===== config.mk =====
export PLATFORM = sky130hd
export DESIGN_NAME = accel_io_sequencer
export DESIGN_NICKNAME = d
export VERILOG_FILES = /design/src/rtl/accel_io_pkg.sv /design/src/rtl/word_serializer.sv /design/src/rtl/accel_io_sequencer.sv
export SDC_FILE = /design/constraint.sdc
export NUM_CORES = 1
export LEC_CHECK = 0
export BUFFER_PORTS_ARGS = -buffer_cell sky130_fd_sc_hd__buf_2
export CORE_AREA = 4 4 156 158
export DETAILED_ROUTE_END_ITERATION = 8
export DIE_AREA = 0 0 160 162
export PLACE_DENSITY = 0.8
export SYNTH_ARGS = -nofsm -noshare
export SYNTH_HDL_FRONTEND = slang
export SYNTH_HIERARCHICAL = 1
export SYNTH_SLANG_ARGS = --single-unit

===== constraint.sdc =====
create_clock -name clk -period 6.24 [get_ports clk]
set_clock_uncertainty 0.2 [all_clocks]
set_input_delay 1.872 -clock clk [delete_from_list [all_inputs] [get_ports clk]]
set_output_delay 1.872 -clock clk [all_outputs]
set_load 0.005 [all_outputs]

===== src/rtl/accel_io_pkg.sv =====
// Shared state encoding and configuration-slot constants for the accelerator
// load/run/unload sequencer.
package accel_io_pkg;

  typedef enum logic [2:0] {
    CFG      = 3'd0,
    INSTR    = 3'd1,
    INPUT    = 3'd2,
    RUN      = 3'd3,
    OUT_RD   = 3'd4,
    OUT_WAIT = 3'd5,
    OUT_SEND = 3'd6
  } seq_state_e;

  localparam int NUM_CONFIGS = 5;

  localparam int CFG_INSTR_MAX = 0;
  localparam int CFG_IN_MAX    = 1;
  localparam int CFG_IN_OFS    = 2;
  localparam int CFG_OUT_MAX   = 3;
  localparam int CFG_OUT_OFS   = 4;

endpackage


===== src/rtl/word_serializer.sv =====
// Splits one memory word into OUT_WIDTH valid/ready beats, least significant
// beat first; last_o marks the accepted final beat.
module word_serializer #(
  parameter int DATA_WIDTH = 32,
  parameter int OUT_WIDTH  = 8
) (
  input  logic                  clk,
  input  logic                  rst_n,
  input  logic                  load_i,
  input  logic [DATA_WIDTH-1:0] word_i,
  output logic [OUT_WIDTH-1:0]  beat_data_o,
  output logic                  beat_vld_o,
  input  logic                  beat_rdy_i,
  output logic                  last_o
);
  localparam int BEATS = DATA_WIDTH / OUT_WIDTH;
  localparam int BW    = $clog2(BEATS);

  logic [DATA_WIDTH-1:0] shift_r;
  logic [BW-1:0]         beat_r;
  logic                  vld_r;
  logic                  fire_s;

  assign fire_s      = vld_r && beat_rdy_i;
  assign last_o      = fire_s && (beat_r == BW'(BEATS - 1));
  assign beat_data_o = shift_r[OUT_WIDTH-1:0];
  assign beat_vld_o  = vld_r;

  // Word shifter: the next beat moves into the low lane on each accepted beat.
  always_ff @(posedge clk) begin
    if (!rst_n) begin
      shift_r <= '0;
      beat_r  <= '0;
      vld_r   <= 1'b0;
    end else if (load_i) begin
      shift_r <= word_i;
      beat_r  <= '0;
      vld_r   <= 1'b1;
    end else if (fire_s) begin
      shift_r <= shift_r >> OUT_WIDTH;
      beat_r  <= beat_r + BW'(1);
      vld_r   <= !last_o;
    end
  end

endmodule


===== src/rtl/accel_io_sequencer.sv =====
// Load/run/unload sequencer: config capture, instruction and input loading,
// core launch, and byte-serial readout of the result window.
module accel_io_sequencer
  import accel_io_pkg::*;
#(
  parameter int ADDR_WIDTH = 16,
  parameter int DATA_WIDTH = 32,
  parameter int IN_WIDTH   = 16,
  parameter int OUT_WIDTH  = 8
) (
  input  logic                  clk,
  input  logic                  rst_n,
  input  logic [IN_WIDTH-1:0]   in_data,
  input  logic                  in_vld,
  output logic                  in_rdy,
  output logic [OUT_WIDTH-1:0]  out_data,
  output logic                  out_vld,
  input  logic                  out_rdy,
  output logic                  instr_wen,
  output logic [ADDR_WIDTH-1:0] instr_wadr,
  output logic [DATA_WIDTH-1:0] instr_wdata,
  output logic                  data_wen,
  output logic [ADDR_WIDTH-1:0] data_wadr,
  output logic [DATA_WIDTH-1:0] data_wdata,
  output logic                  data_ren,
  output logic [ADDR_WIDTH-1:0] data_radr,
  input  logic [DATA_WIDTH-1:0] data_rdata,
  output logic                  start,
  input  logic                  done
);
  localparam int CIW = $clog2(NUM_CONFIGS);

  seq_state_e            state_r, state_nx_s;
  logic [ADDR_WIDTH-1:0] cfg_r [NUM_CONFIGS];
  logic [CIW-1:0]        cfg_idx_r;
  logic [ADDR_WIDTH-1:0] cnt_r, cnt_nx_s, cnt_max_s;
  logic                  half_r;
  logic [IN_WIDTH-1:0]   lo_r;
  logic                  in_fire_s, hi_fire_s, last_word_s, ser_load_s, ser_last_s;
  logic [DATA_WIDTH-1:0] word_s;
  logic                  in_rdy_nx_s, instr_wen_nx_s, data_wen_nx_s, data_ren_nx_s, start_nx_s;
  logic [ADDR_WIDTH-1:0] instr_wadr_nx_s, data_wadr_nx_s, data_radr_nx_s;
  logic [DATA_WIDTH-1:0] instr_wdata_nx_s, data_wdata_nx_s;

  assign in_fire_s   = in_vld && in_rdy;
  assign hi_fire_s   = in_fire_s && half_r;
  assign word_s      = DATA_WIDTH'({in_data, lo_r});
  assign last_word_s = (cnt_r == cnt_max_s);
  assign ser_load_s  = (state_r == OUT_WAIT);

  // State register.
  always_ff @(posedge clk) begin
    if (!rst_n) begin
      state_r <= CFG;
    end else begin
      state_r <= state_nx_s;
    end
  end

  // Word-count limit for the phase currently being walked.
  always_comb begin
    cnt_max_s = '0;
    case (state_r)
      INSTR:    cnt_max_s = cfg_r[CFG_INSTR_MAX];
      INPUT:    cnt_max_s = cfg_r[CFG_IN_MAX];
      OUT_SEND: cnt_max_s = cfg_r[CFG_OUT_MAX];
      default:  cnt_max_s = '0;
    endcase
  end

  // Next-state and word-counter logic.
  always_comb begin
    state_nx_s = state_r;
    cnt_nx_s   = cnt_r;
    case (state_r)
      CFG: begin
        if (in_fire_s && (cfg_idx_r == CIW'(NUM_CONFIGS - 1))) begin
          state_nx_s = INSTR;
          cnt_nx_s   = '0;
        end else begin
          state_nx_s = CFG;
        end
      end
      INSTR, INPUT: begin
        if (hi_fire_s && last_word_s) begin
          state_nx_s = (state_r == INSTR) ? INPUT : RUN;
          cnt_nx_s   = '0;
        end else if (hi_fire_s) begin
          cnt_nx_s = cnt_r + ADDR_WIDTH'(1);
        end else begin
          cnt_nx_s = cnt_r;
        end
      end
      RUN: begin
        if (done) begin
          state_nx_s = OUT_RD;
          cnt_nx_s   = '0;
        end else begin
          state_nx_s = RUN;
        end
      end
      OUT_RD:   state_nx_s = OUT_WAIT;
      OUT_WAIT: state_nx_s = OUT_SEND;
      OUT_SEND: begin
        if (ser_last_s && last_word_s) begin
          state_nx_s = INPUT;
          cnt_nx_s   = '0;
        end else if (ser_last_s) begin
          state_nx_s = OUT_RD;
          cnt_nx_s   = cnt_r + ADDR_WIDTH'(1);
        end else begin
          state_nx_s = OUT_SEND;
        end
      end
      default: begin
        state_nx_s = CFG;
        cnt_nx_s   = '0;
      end
    endcase
  end

  // Next values of the registered outputs; addresses/data hold when idle.
  always_comb begin
    in_rdy_nx_s      = (state_nx_s == CFG) || (state_nx_s == INSTR) || (state_nx_s == INPUT);
    instr_wen_nx_s   = (state_r == INSTR) && hi_fire_s;
    data_wen_nx_s    = (state_r == INPUT) && hi_fire_s;
    data_ren_nx_s    = (state_nx_s == OUT_RD);
    start_nx_s       = (state_r == INPUT) && (state_nx_s == RUN);
    instr_wadr_nx_s  = instr_wadr;
    instr_wdata_nx_s = instr_wdata;
    data_wadr_nx_s   = data_wadr;
    data_wdata_nx_s  = data_wdata;
    data_radr_nx_s   = data_radr;
    if (instr_wen_nx_s) begin
      instr_wadr_nx_s  = cnt_r;
      instr_wdata_nx_s = word_s;
    end else begin
      instr_wadr_nx_s  = instr_wadr;
    end
    if (data_wen_nx_s) begin
      data_wadr_nx_s  = cfg_r[CFG_IN_OFS] + cnt_r;
      data_wdata_nx_s = word_s;
    end else begin
      data_wadr_nx_s  = data_wadr;
    end
    if (data_ren_nx_s) begin
      data_radr_nx_s = cfg_r[CFG_OUT_OFS] + cnt_nx_s;
    end else begin
      data_radr_nx_s = data_radr;
    end
  end

  // Output registers.
  always_ff @(posedge clk) begin
    if (!rst_n) begin
      in_rdy      <= 1'b0;
      instr_wen   <= 1'b0;
      instr_wadr  <= '0;
      instr_wdata <= '0;
      data_wen    <= 1'b0;
      data_wadr   <= '0;
      data_wdata  <= '0;
      data_ren    <= 1'b0;
      data_radr   <= '0;
      start       <= 1'b0;
    end else begin
      in_rdy      <= in_rdy_nx_s;
      instr_wen   <= instr_wen_nx_s;
      instr_wadr  <= instr_wadr_nx_s;
      instr_wdata <= instr_wdata_nx_s;
      data_wen    <= data_wen_nx_s;
      data_wadr   <= data_wadr_nx_s;
      data_wdata  <= data_wdata_nx_s;
      data_ren    <= data_ren_nx_s;
      data_radr   <= data_radr_nx_s;
      start       <= start_nx_s;
    end
  end

  // Config slots, word counter and low-half latch.
  always_ff @(posedge clk) begin
    if (!rst_n) begin
      for (int i = 0; i < NUM_CONFIGS; i++) cfg_r[i] <= '0;
      cfg_idx_r <= '0;
      cnt_r     <= '0;
      half_r    <= 1'b0;
      lo_r      <= '0;
    end else begin
      cnt_r <= cnt_nx_s;
      if ((state_r == CFG) && in_fire_s) begin
        cfg_r[cfg_idx_r] <= ADDR_WIDTH'(in_data);
        cfg_idx_r        <= cfg_idx_r + CIW'(1);
      end
      if (((state_r == INSTR) || (state_r == INPUT)) && in_fire_s) begin
        half_r <= !half_r;
        if (!half_r) lo_r <= in_data;
      end
    end
  end

  word_serializer #(
    .DATA_WIDTH(DATA_WIDTH),
    .OUT_WIDTH (OUT_WIDTH)
  ) u_ser (
    .clk        (clk),
    .rst_n      (rst_n),
    .load_i     (ser_load_s),
    .word_i     (data_rdata),
    .beat_data_o(out_data),
    .beat_vld_o (out_vld),
    .beat_rdy_i (out_rdy),
    .last_o     (ser_last_s)
  );

endmodule


==> impl_metrics.csv, run 1 <==
group,metric,value,unit
worst_setup_path,path_class,"reg -> reg",
min_path,holdPathEnd,"data_wadr[13]$_SDFFE_PN0P_",
logic_synthesis,syn-cell-area,13130,µm²
floorplanning,dieHeight,162,µm
grt,grt_pass1_vias,10700,
sta,layout_min_cycle_time,5.764,ns
worst_setup_path,reg2regPathDepth,20,
floorplanning,start_util,56.79,%
placed_design,place_hpwl,24430,µm
cts,cts_made_buffers,28,
worst_setup_path,cpPeakStageDelay,0.57,ns
cells_and_area,seqCellArea,6226,µm²
grt,grt_max_degree,105,
sta,worst_slew_pin_slew,1.223,ns
cts,cts_buffer_depth,3,
cells_and_area,final_common_cell,"nand2_1",
logic_synthesis,syn_inst,1489,
grt,grt_pass1_wl,56460,µm
sta,finalMaxSlewViolations,0,
logic_synthesis,ys_types,73,
cells_and_area,multi_input_area,6146,µm²
outcome,status,"completed",
floorplanning,fp.dieW,160,µm
placed_design,port_buffers,178,
worst_setup_path,worst-path-max-fanout,35,
detailed_routing,first_pass_iters,5,
cells_and_area,antennaDiodeCount,0,
sta,finalCritPeriodShare,92.37,%
detailed_routing,drtIter0Drc,1065,
detailed_routing,vias,11360,
cts,post-cts-setup-buffer-count,0,
pwr,power.density,241.8,nW/µm²
worst_setup_path,path_cells,"or3b_1, buf_4, o32ai_1, o22ai_1, or4_4, nor2_4, buf_4, nor2_1, o31ai_1, o211ai_1, ha_1, nand3_1, o211ai_1, o41ai_1, buf_4, o21ai_0, nor4_1, o21ai_0, or4_1, o311ai_1",
pwr,irDropWorstVdd,0.2215,mV
placed_design,place.gp.congestion,0.9117,
logic_synthesis,syn_nets,1578,
min_path,holdPathStages,2,
cells_and_area,n_fill_cell,1872,
logic_synthesis,ys_ff_latch,271,
detailed_routing,ant_nets,0,
logic_synthesis,yosys_warnings,6,
logic_synthesis,synth.avg_cell_area,8.818,µm²
sta,hold_viol,0,
detailed_routing,viasPerCell,5.884,
grt,antenna_found_initial,1,
cells_and_area,drive_gt1_share,17.87,%
worst_setup_path,worstPathArrival,6.00,ns
floorplanning,num_io_pins,179,
worst_setup_path,startpoint_type,"flip-flop",
floorplanning,die_area,25920,µm²
cts,cts-root-buf,"clkbuf_16",
cts,cts_tree,"done",
worst_setup_path,r2r-end,"data_radr[15]$_SDFFE_PN0P_",
cts,ctsHoldBuffers,0,
pwr,leakage,6.040,nW
detailed_routing,drt-wirelength-per-cell,18.64,µm
logic_synthesis,synth_edf_count,80,
flow_run,maxCapViolations,0,
placed_design,post_dp_cell_area,14090,µm²
logic_synthesis,seq_area_frac_synth,47.42,%
cells_and_area,nets,1708,
sta,grt_setup_unrepaired,"false",
logic_synthesis,yosysTopAreaCellShare,29.12,%
worst_setup_path,r2r-start,"state_r[0]$_SDFF_PN0_",
logic_synthesis,synth_area_leaders,"dfxtp_1 (29%), edfxtp_1 (18%), nand2_1 (8.4%), a21oi_1 (7.1%), mux2i_1 (4.2%)",
floorplanning,rows,56,
grt,grtUsageTotal,26.65,%
cells_and_area,synthToLayoutAreaGrowth,14.49,%
worst_setup_path,rrSetupSlack,0.48,ns
min_path,min-delay-start,"data_wadr[13]$_SDFFE_PN0P_",
floorplanning,design.core.area,23120,µm²
cts,ctsResizeCount,0,
worst_setup_path,critPathBufInv,3,
cells_and_area,final_cell_mix,"nand2_1 (295), dfxtp_1 (191), a21oi_1 (187), buf_2 (178), and2_1 (81)",
worst_setup_path,cp-startpoint,"state_r[0]$_SDFF_PN0_",
worst_setup_path,critPathCaptureType,"flip-flop",
min_path,hold_path.class,"reg -> reg",
sta,slew_headroom,18.27,%
sta,max_freq,0.1735,GHz
cts,clk_pin_slew,0.06,ns
cells_and_area,fin_area,15030,µm²
detailed_routing,wl,35970,µm
cts,cts_max_level,1,
cts,cts_sinks,271,
worst_setup_path,worstPathRequired,6.48,ns
logic_synthesis,async_flop_share,0,%
logic_synthesis,synth.largest_area_cell,"dfxtp_1",
logic_synthesis,synth_ff_type,"dfxtp_1",
worst_setup_path,cp_common_cell,"buf_4",
sta,tns,0,ns
detailed_routing,drcViolationCount,0,
worst_setup_path,cp_top_family,"simple AND/OR/NAND/NOR gates",
sta,setup_viol,0,
cts,clkLatencyLatePin,0.54,ns
grt,overflow,0,
worst_setup_path,cp_slowest_cell,"or4_4",
==> stage by stage <==
stage / instances / util (%) / setup slack [ns] / power [W] / hold WS, ns
2_1_floorplan: 1489 / - / 0.6829 / 0.001945 / 0.2370
3_3_place_gp: 1879 / 60.96 / 0.6230 / 0.002010 / 0.2388
3_5_place_dp: 1879 / 60.96 / 0.4190 / 0.002013 / 0.2421
4_1_cts: 1930 / 65.02 / 0.5905 / 0.003652 / 0.2497
5_1_grt: 1930 / 65.02 / 0.1853 / 0.003744 / 0.2696
6_report: 1930 / 65.02 / 0.4762 / 0.003636 / 0.2467
==> synthesized netlist by cell type, types with 4 or more instances <==
library cell  instances
a211oi_1              4
a21boi_0              7
a21boi_1              5
a21o_1                7
a21oi_1             187
and2_1               81
and3_1               22
buf_1                 8
buf_2                11
buf_4                11
buf_6                 8
clkbuf_1             68
dfxtp_1             191
edfxtp_1             80
ha_1                 34
inv_1                48
mux2i_1              55
nand2_1             295
nand2b_1              9
nand3_1              30
nand4_1               4
nor2_1               75
nor2b_1               6
nor3_1               13
nor4_1               12
o211ai_1             15
o21ai_0              55
o221a_2              17
o22ai_1               8
o31ai_1               5
o32ai_1              16
or2_2                 4
or3_1                14
or4_1                 6
xnor2_1              20
xor2_1                5
==> power by group <==
group	switching [W]	internal (W)	leakage, nW	total [W]
clock	0.000689	0.000970	0.472	0.00166
combinational	0.0000931	0.0000379	3.20	0.000131
sequential	0.0000108	0.00183	2.37	0.00185
total	0.000793	0.00284	6.04	0.00364
==> sequential cells by signal (all words and copies together), names as in the netlist, 16 cells and up <==
register / count
cfg_r: 80
cnt_r: 16
lo_r: 16
data_radr: 16
instr_wadr: 16
data_wdata: 32
instr_wdata: 32
data_wadr: 16
u_ser/shift_r: 32
==> worst max path at each step <==
stage / to / cells after the start
after global placement: data_radr[14]$_SDFFE_PN0P_ / 19
after detailed placement: data_radr[14]$_SDFFE_PN0P_ / 19
after floorplan: data_radr[15]$_SDFFE_PN0P_ / 15
after global routing: data_radr[15]$_SDFFE_PN0P_ / 20
final: data_radr[15]$_SDFFE_PN0P_ / 20
after CTS: data_radr[15]$_SDFFE_PN0P_ / 20
==> logic make-up after synthesis <==
kind of cell	Yosys count	synth area share (%)
compound gates	354	16.44
xor+xnor	25	1.668
fa+ha+maj	36	3.545
buf+inv	162	5.870
flops	271	47.42
mux	55	4.193
simple gates	586	20.87
==> area by class of cell <==
class / instances / area share [%]
clock buffer: 43 / 5.851
timing repair buffer: 211 / 7.740
sequential: 271 / 41.41
tap: 290 / 2.414
clock inverter: 8 / 0.3912
inverter: 51 / 1.307
multi-input combinational: 1056 / 40.88
==> metal layers <==
layer | global-route usage [%] | share of wire (%) | vias up
met3 | 5.481 | 10 | 108
met1 | 35.04 | 40 | 5252
met4 | 11.22 | 4.4 | 0
met2 | 43.18 | 45 | 570
li1 | - | - | 5427
met5 | 0 | 0 | -
==> worst reg2reg max path, stage by stage, from the launching register on <==
cell and delay (ns):
dfxtp_1 0.49, or3b_1 0.38, buf_4 0.25, o32ai_1 0.19, o22ai_1 0.16, or4_4 0.57, nor2_4 0.24, buf_4 0.36
nor2_1 0.13, o31ai_1 0.29, o211ai_1 0.19, ha_1 0.41, nand3_1 0.11, o211ai_1 0.12, o41ai_1 0.27, buf_4 0.19
o21ai_0 0.09, nor4_1 0.26, o21ai_0 0.13, or4_1 0.40, o311ai_1 0.23
(Power assumes the default switching activity.)
==> run 2, diff against run 1 <==
--- a/config.mk
+++ b/config.mk
@@ -5,7 +5,7 @@
 export SDC_FILE = /design/constraint.sdc
 export NUM_CORES = 1
 export LEC_CHECK = 0
-export BUFFER_PORTS_ARGS = -buffer_cell sky130_fd_sc_hd__buf_2
+export BUFFER_PORTS_ARGS = -buffer_cell sky130_fd_sc_hd__clkbuf_2
 export CORE_AREA = 4 4 156 158
 export DETAILED_ROUTE_END_ITERATION = 8
 export DIE_AREA = 0 0 160 162
==> impl_metrics.csv, run 2 (synthesis results as in run 1) <==
group,metric,value,unit
outcome,status,"completed",
worst_setup_path,startpoint_type,"flip-flop",
detailed_routing,drtIter0Drc,1028,
cells_and_area,synthToLayoutAreaGrowth,14.32,%
floorplanning,die_area,25920,µm²
cts,cts_sinks,271,
cells_and_area,fin_cells,1933,
worst_setup_path,worstPathArrival,5.86,ns
grt,overflow,0,
cts,ctsHoldBuffers,0,
cts,clk_pin_slew,0.06,ns
grt,grt_pass1_vias,10690,
sta,worst_slew_pin_slew,1.250,ns
placed_design,place.gp.congestion,0.9627,
detailed_routing,wl,35960,µm
sta,max_freq,0.1782,GHz
sta,hold_viol,0,
detailed_routing,drt-wirelength-per-cell,18.60,µm
cts,cts-root-buf,"clkbuf_16",
pwr,leakage,5.908,nW
sta,slew_headroom,16.48,%
placed_design,place_inst,1881,
cells_and_area,antennaDiodeCount,0,
placed_design,port_buffers,178,
detailed_routing,highest_layer,"met4",
pwr,power.density,240.7,nW/µm²
cts,cts_max_level,1,
pwr,irDropWorstVdd,0.2262,mV
detailed_routing,wl_met2,16590,µm
sta,layout_min_cycle_time,5.612,ns
cts,cts_tree,"done",
worst_setup_path,critPathCaptureType,"flip-flop",
floorplanning,num_io_pins,179,
cells_and_area,nets,1710,
min_path,hold_path.class,"reg -> reg",
cells_and_area,regMostFlops,"cfg_r",
cells_and_area,largest_reg_flops,80,
sta,finalMaxSlewViolations,0,
worst_setup_path,path_class,"reg -> reg",
worst_setup_path,rrSetupSlack,0.63,ns
detailed_routing,drcViolationCount,0,
sta,setup_viol,0,
floorplanning,design.core.area,23120,µm²
worst_setup_path,worstPathRequired,6.49,ns
sta,setup_ws,0.6283,ns
sta,finalCritPeriodShare,89.93,%
placed_design,place_hpwl,24770,µm
grt,grt_max_degree,100,
detailed_routing,dr_wl_met3,3482,µm
sta,grt_setup_unrepaired,"false",
floorplanning,fp.dieW,160,µm
cells_and_area,n_fill_cell,1935,
detailed_routing,viasPerCell,5.898,
cells_and_area,final_common_cell,"nand2_1",
cts,post-cts-setup-buffer-count,0,
flow_run,maxCapViolations,0,
floorplanning,start_util,56.79,%
cts,clkLatencyLatePin,0.55,ns
cells_and_area,drive_gt1_share,17.77,%
detailed_routing,met1_length,14500,µm
placed_design,preCtsSetupSlack,0.5478,ns
cts,cts_buffer_depth,3,
cells_and_area,final_cell_mix,"nand2_1 (295), dfxtp_1 (191), a21oi_1 (187), clkbuf_2 (178), and2_1 (81)",
detailed_routing,ant_nets,0,
worst_setup_path,worst-path-max-fanout,35,
cts,ctsResizeCount,0,
grt,antenna_found_initial,0,
detailed_routing,first_pass_iters,5,
detailed_routing,vias,11400,
cts,cts_made_buffers,28,
floorplanning,dieHeight,162,µm
grt,grt_pass1_wl,56650,µm
grt,grtUsageTotal,26.67,%
sta,tns,0,ns
pwr,design_power_total,0.003614,W
floorplanning,rows,56,
==> run 2: final timing paths <==
kind,from,to,depth (start not counted)
worst min-delay path,data_wadr[3]$_SDFFE_PN0P_,data_wadr[3]$_SDFFE_PN0P_,2
worst min register to register,data_wadr[3]$_SDFFE_PN0P_,data_wadr[3]$_SDFFE_PN0P_,2
worst max register to register,state_r[0]$_SDFF_PN0_,data_radr[15]$_SDFFE_PN0P_,19
worst max-delay path,state_r[0]$_SDFF_PN0_,data_radr[15]$_SDFFE_PN0P_,19
==> run 2: critical path, stage by stage, from the launching register on <==
cell and delay [ns]:
dfxtp_1 0.49, or3b_1 0.38, buf_4 0.25, o32ai_1 0.16
o22ai_1 0.14, or4_4 0.57, nor2_4 0.32, buf_4 0.29
nor2_1 0.09, o31ai_1 0.29, o211ai_1 0.18, ha_1 0.39
nand3_1 0.09, o211ai_1 0.11, o41ai_1 0.34, o21ai_0 0.17
nor4_1 0.26, o21ai_0 0.14, or4_1 0.41, o311ai_1 0.22
==> run 2: cell type report <==
class | count | area [µm²] | share of cell area [%]
sequential | 271 | 6226 | 41.48
multi-input combinational | 1056 | 6146 | 40.94
timing repair buffer | 213 | 1166 | 7.769
clock buffer | 35 | 747.0 | 4.976
tap | 290 | 362.8 | 2.417
inverter | 51 | 196.4 | 1.309
clock inverter | 17 | 166.4 | 1.109
==> run 2: routing by layer <==
layer,vias to the layer above,track usage (%)
met1,5345,34.77
li1,5437,-
met5,-,0
met4,0,9.308
met2,518,44.12
met3,101,6.014
==> run 2: through the flow <==
| step | utilization (%) | area [µm²] | hold slack (ns) |
|---|---|---|---|
| final | 64.92 | 15010 | 0.2517 |
| after CTS | 64.92 | 15010 | 0.2550 |
| after detailed placement | 60.97 | 14100 | 0.2462 |
| after global placement | 60.97 | 14100 | 0.2414 |
| after floorplan | - | 13130 | 0.2370 |
| after global routing | 64.92 | 15010 | 0.2795 |
==> run 2: power by group <==
group | internal (W) | total [W] | leakage (nW) | switching, W
combinational | 0.0000378 | 0.000129 | 3.10 | 0.0000915
clock | 0.000937 | 0.00164 | 0.440 | 0.000701
sequential | 0.00183 | 0.00185 | 2.37 | 0.0000113
total | 0.00281 | 0.00361 | 5.91 | 0.000804
==> run 3, diff against run 2 <==
--- a/config.mk
+++ b/config.mk
@@ -9,7 +9,7 @@
 export CORE_AREA = 4 4 156 158
 export DETAILED_ROUTE_END_ITERATION = 8
 export DIE_AREA = 0 0 160 162
-export PLACE_DENSITY = 0.8
+export PLACE_DENSITY = 0.76
 export SYNTH_ARGS = -nofsm -noshare
 export SYNTH_HDL_FRONTEND = slang
 export SYNTH_HIERARCHICAL = 1
==> impl_metrics.csv, run 3 (synthesis results as in run 1) <==
group,metric,value,unit
worst_setup_path,rrSetupSlack,0.48,ns
sta,finalMaxSlewViolations,0,
grt,grt_pass1_vias,10950,
cells_and_area,final_cell_mix,"nand2_1 (295), dfxtp_1 (191), a21oi_1 (187), clkbuf_2 (178), and2_1 (81)",
cells_and_area,largest_reg_flops,80,
sta,hold_viol,0,
sta,slew_headroom,29.76,%
cts,cts_max_level,1,
pwr,p_comb_share,3.4,%
cells_and_area,nets,1708,
pwr,p_clk_share,47.2,%
grt,overflow,0,
detailed_routing,drt-wirelength-per-cell,19.01,µm
grt,grt_pass1_wl,57530,µm
floorplanning,start_util,56.79,%
cts,cts-root-buf,"clkbuf_16",
cells_and_area,final_common_cell,"nand2_1",
cts,clk_pin_slew,0.06,ns
sta,layout_min_cycle_time,5.761,ns
grt,antenna_found_initial,2,
detailed_routing,viasPerCell,5.900,
worst_setup_path,cp_top_family,"simple AND/OR/NAND/NOR gates",
cts,cts_buffer_depth,3,
pwr,irDropWorstVdd,0.2100,mV
cells_and_area,drive_gt1_share,17.67,%
outcome,status,"completed",
sta,max_freq,0.1736,GHz
worst_setup_path,worstPathArrival,6.01,ns
sta,setup_viol,0,
pwr,leakage,5.935,nW
pwr,power.density,248.2,nW/µm²
worst_setup_path,worst-path-max-fanout,35,
sta,holdWs,0.2531,ns
cts,cts_sinks,271,
cts,clkLatencyLatePin,0.54,ns
worst_setup_path,reg2regPathDepth,20,
sta,worst_slew_pin_slew,1.050,ns
pwr,internal_power,0.002943,W
floorplanning,rows,56,
placed_design,port_buffers,178,
worst_setup_path,startpoint_type,"flip-flop",
detailed_routing,drtIter0Drc,1153,
floorplanning,dieHeight,162,µm
sta,tns,0,ns
min_path,hold_path.class,"reg -> reg",
worst_setup_path,cp_slowest_cell,"or4_1",
worst_setup_path,cpPeakStageDelay,0.61,ns
pwr,p_switching,0.0007959,W
floorplanning,design.core.area,23120,µm²
placed_design,place.gp.congestion,0.9154,
worst_setup_path,critPathBufInv,4,
detailed_routing,wl,36710,µm
floorplanning,die_area,25920,µm²
worst_setup_path,cp_common_cell,"buf_4",
cells_and_area,fin_cells,1931,
cells_and_area,synthToLayoutAreaGrowth,14.73,%
worst_setup_path,critPathCaptureType,"flip-flop",
sta,grt_setup_unrepaired,"false",
worst_setup_path,critical_path_cell_count,20,
sta,finalCritPeriodShare,92.33,%
worst_setup_path,cp-startpoint,"state_r[0]$_SDFF_PN0_",
cts,post-cts-setup-buffer-count,0,
detailed_routing,ant_nets,0,
floorplanning,num_io_pins,179,
grt,grt_max_degree,67,
pwr,power_frac_seq,49.4,%
placed_design,place_hpwl,24880,µm
cells_and_area,regMostFlops,"cfg_r",
worst_setup_path,r2r-start,"state_r[0]$_SDFF_PN0_",
detailed_routing,drcViolationCount,0,
worst_setup_path,worstPathRequired,6.49,ns
floorplanning,fp.dieW,160,µm
worst_setup_path,path_cells,"or3b_1, buf_4, o32ai_1, o22ai_1, or4_1, nor2_4, buf_4, nor2_1, a22oi_1, inv_1, ha_1, a21oi_1, o211ai_1, o41ai_1, buf_4, o21ai_0, nor4_2, o21ai_0, or4_1, o311ai_1",
pwr,switching_share,21.29,%
cells_and_area,antennaDiodeCount,0,
sta,setup_ws,0.4785,ns
worst_setup_path,endpoint,"data_radr[15]$_SDFFE_PN0P_",
detailed_routing,first_pass_iters,5,
grt,grtUsageTotal,27.28,%
flow_run,maxCapViolations,0,
placed_design,preCtsSetupSlack,0.2913,ns
worst_setup_path,r2r-end,"data_radr[15]$_SDFFE_PN0P_",
placed_design,place_inst,1879,
cts,cts_made_buffers,28,
cts,cts_tree,"done",
worst_setup_path,path_class,"reg -> reg",
detailed_routing,vias,11390,
run 3: changes by cell type in the layout (fill, tap and decap cells not counted), sizes merged:
cell,delta
clkbuf,+5
clkinv,-5
bufinv,+3
clkinvlp,-3
buf,-2
run 3: metal layers:
metal  GRT usage (%)  share of wire (%)
met4           10.01                3.5
met1           35.29                 40
met2           45.16                 46
met5               0              0.041
met3           6.191                9.9
run 3: worst register-to-register path, stage by stage, from the launching register on:
cell and delay [ns]:
dfxtp_1 0.49, or3b_1 0.37, buf_4 0.26, o32ai_1 0.19
o22ai_1 0.13, or4_1 0.61, nor2_4 0.32, buf_4 0.27
nor2_1 0.10, a22oi_1 0.33, inv_1 0.09, ha_1 0.31
a21oi_1 0.21, o211ai_1 0.17, o41ai_1 0.27, buf_4 0.19
o21ai_0 0.11, nor4_2 0.25, o21ai_0 0.14, or4_1 0.43
o311ai_1 0.22
run 3: power by group through the flow:
stage	clock network (W)	logic (W)	registers, W
2_1_floorplan	0	0.0000637	0.00188
3_3_place_gp	0	0.000124	0.00188
3_5_place_dp	0	0.000126	0.00188
4_1_cts	0.00178	0.000127	0.00185
5_1_grt	0.00186	0.000139	0.00185
6_report	0.00176	0.000128	0.00185
run 3: what timing repair did:
item                                    CTS  global route
hold buffers                              0             0
endpoints found under the setup margin    0             1
gates resized for setup                   0             1
run 3: how the worst min path moves through the flow:
stage	start	end	slack, ns	cells past startpoint
finish	data_wadr[7]$_SDFFE_PN0P_	data_wadr[7]$_SDFFE_PN0P_	0.25	2
global route	data_wadr[7]$_SDFFE_PN0P_	data_wadr[7]$_SDFFE_PN0P_	0.28	2
CTS	data_wdata[20]$_SDFFE_PN0P_	data_wdata[20]$_SDFFE_PN0P_	0.26	2
detailed placement	data_wadr[11]$_SDFFE_PN0P_	data_wadr[11]$_SDFFE_PN0P_	0.25	2
global placement	data_wadr[5]$_SDFFE_PN0P_	data_wadr[5]$_SDFFE_PN0P_	0.24	2
floorplan	u_ser/beat_r[1]$_SDFFE_PP0P_	u_ser/beat_r[1]$_SDFFE_PP0P_	0.24	2
run 3: metrics by stage:
stage	cell area, µm²	total power, W	util, %
2_1_floorplan	13130	0.001945	-
3_3_place_gp	14080	0.002007	60.91
3_5_place_dp	14080	0.002011	60.91
4_1_cts	15060	0.003754	65.12
5_1_grt	15060	0.003843	65.15
6_report	15060	0.003739	65.15
run 3: cell type report:
class / instances / area (µm²)
tap: 290 / 362.8
clock buffer: 40 / 775.7
inverter: 51 / 196.4
multi-input combinational: 1056 / 6153
fill: 1928 / 8058
clock inverter: 12 / 198.9
sequential: 271 / 6226
timing repair buffer: 211 / 1151
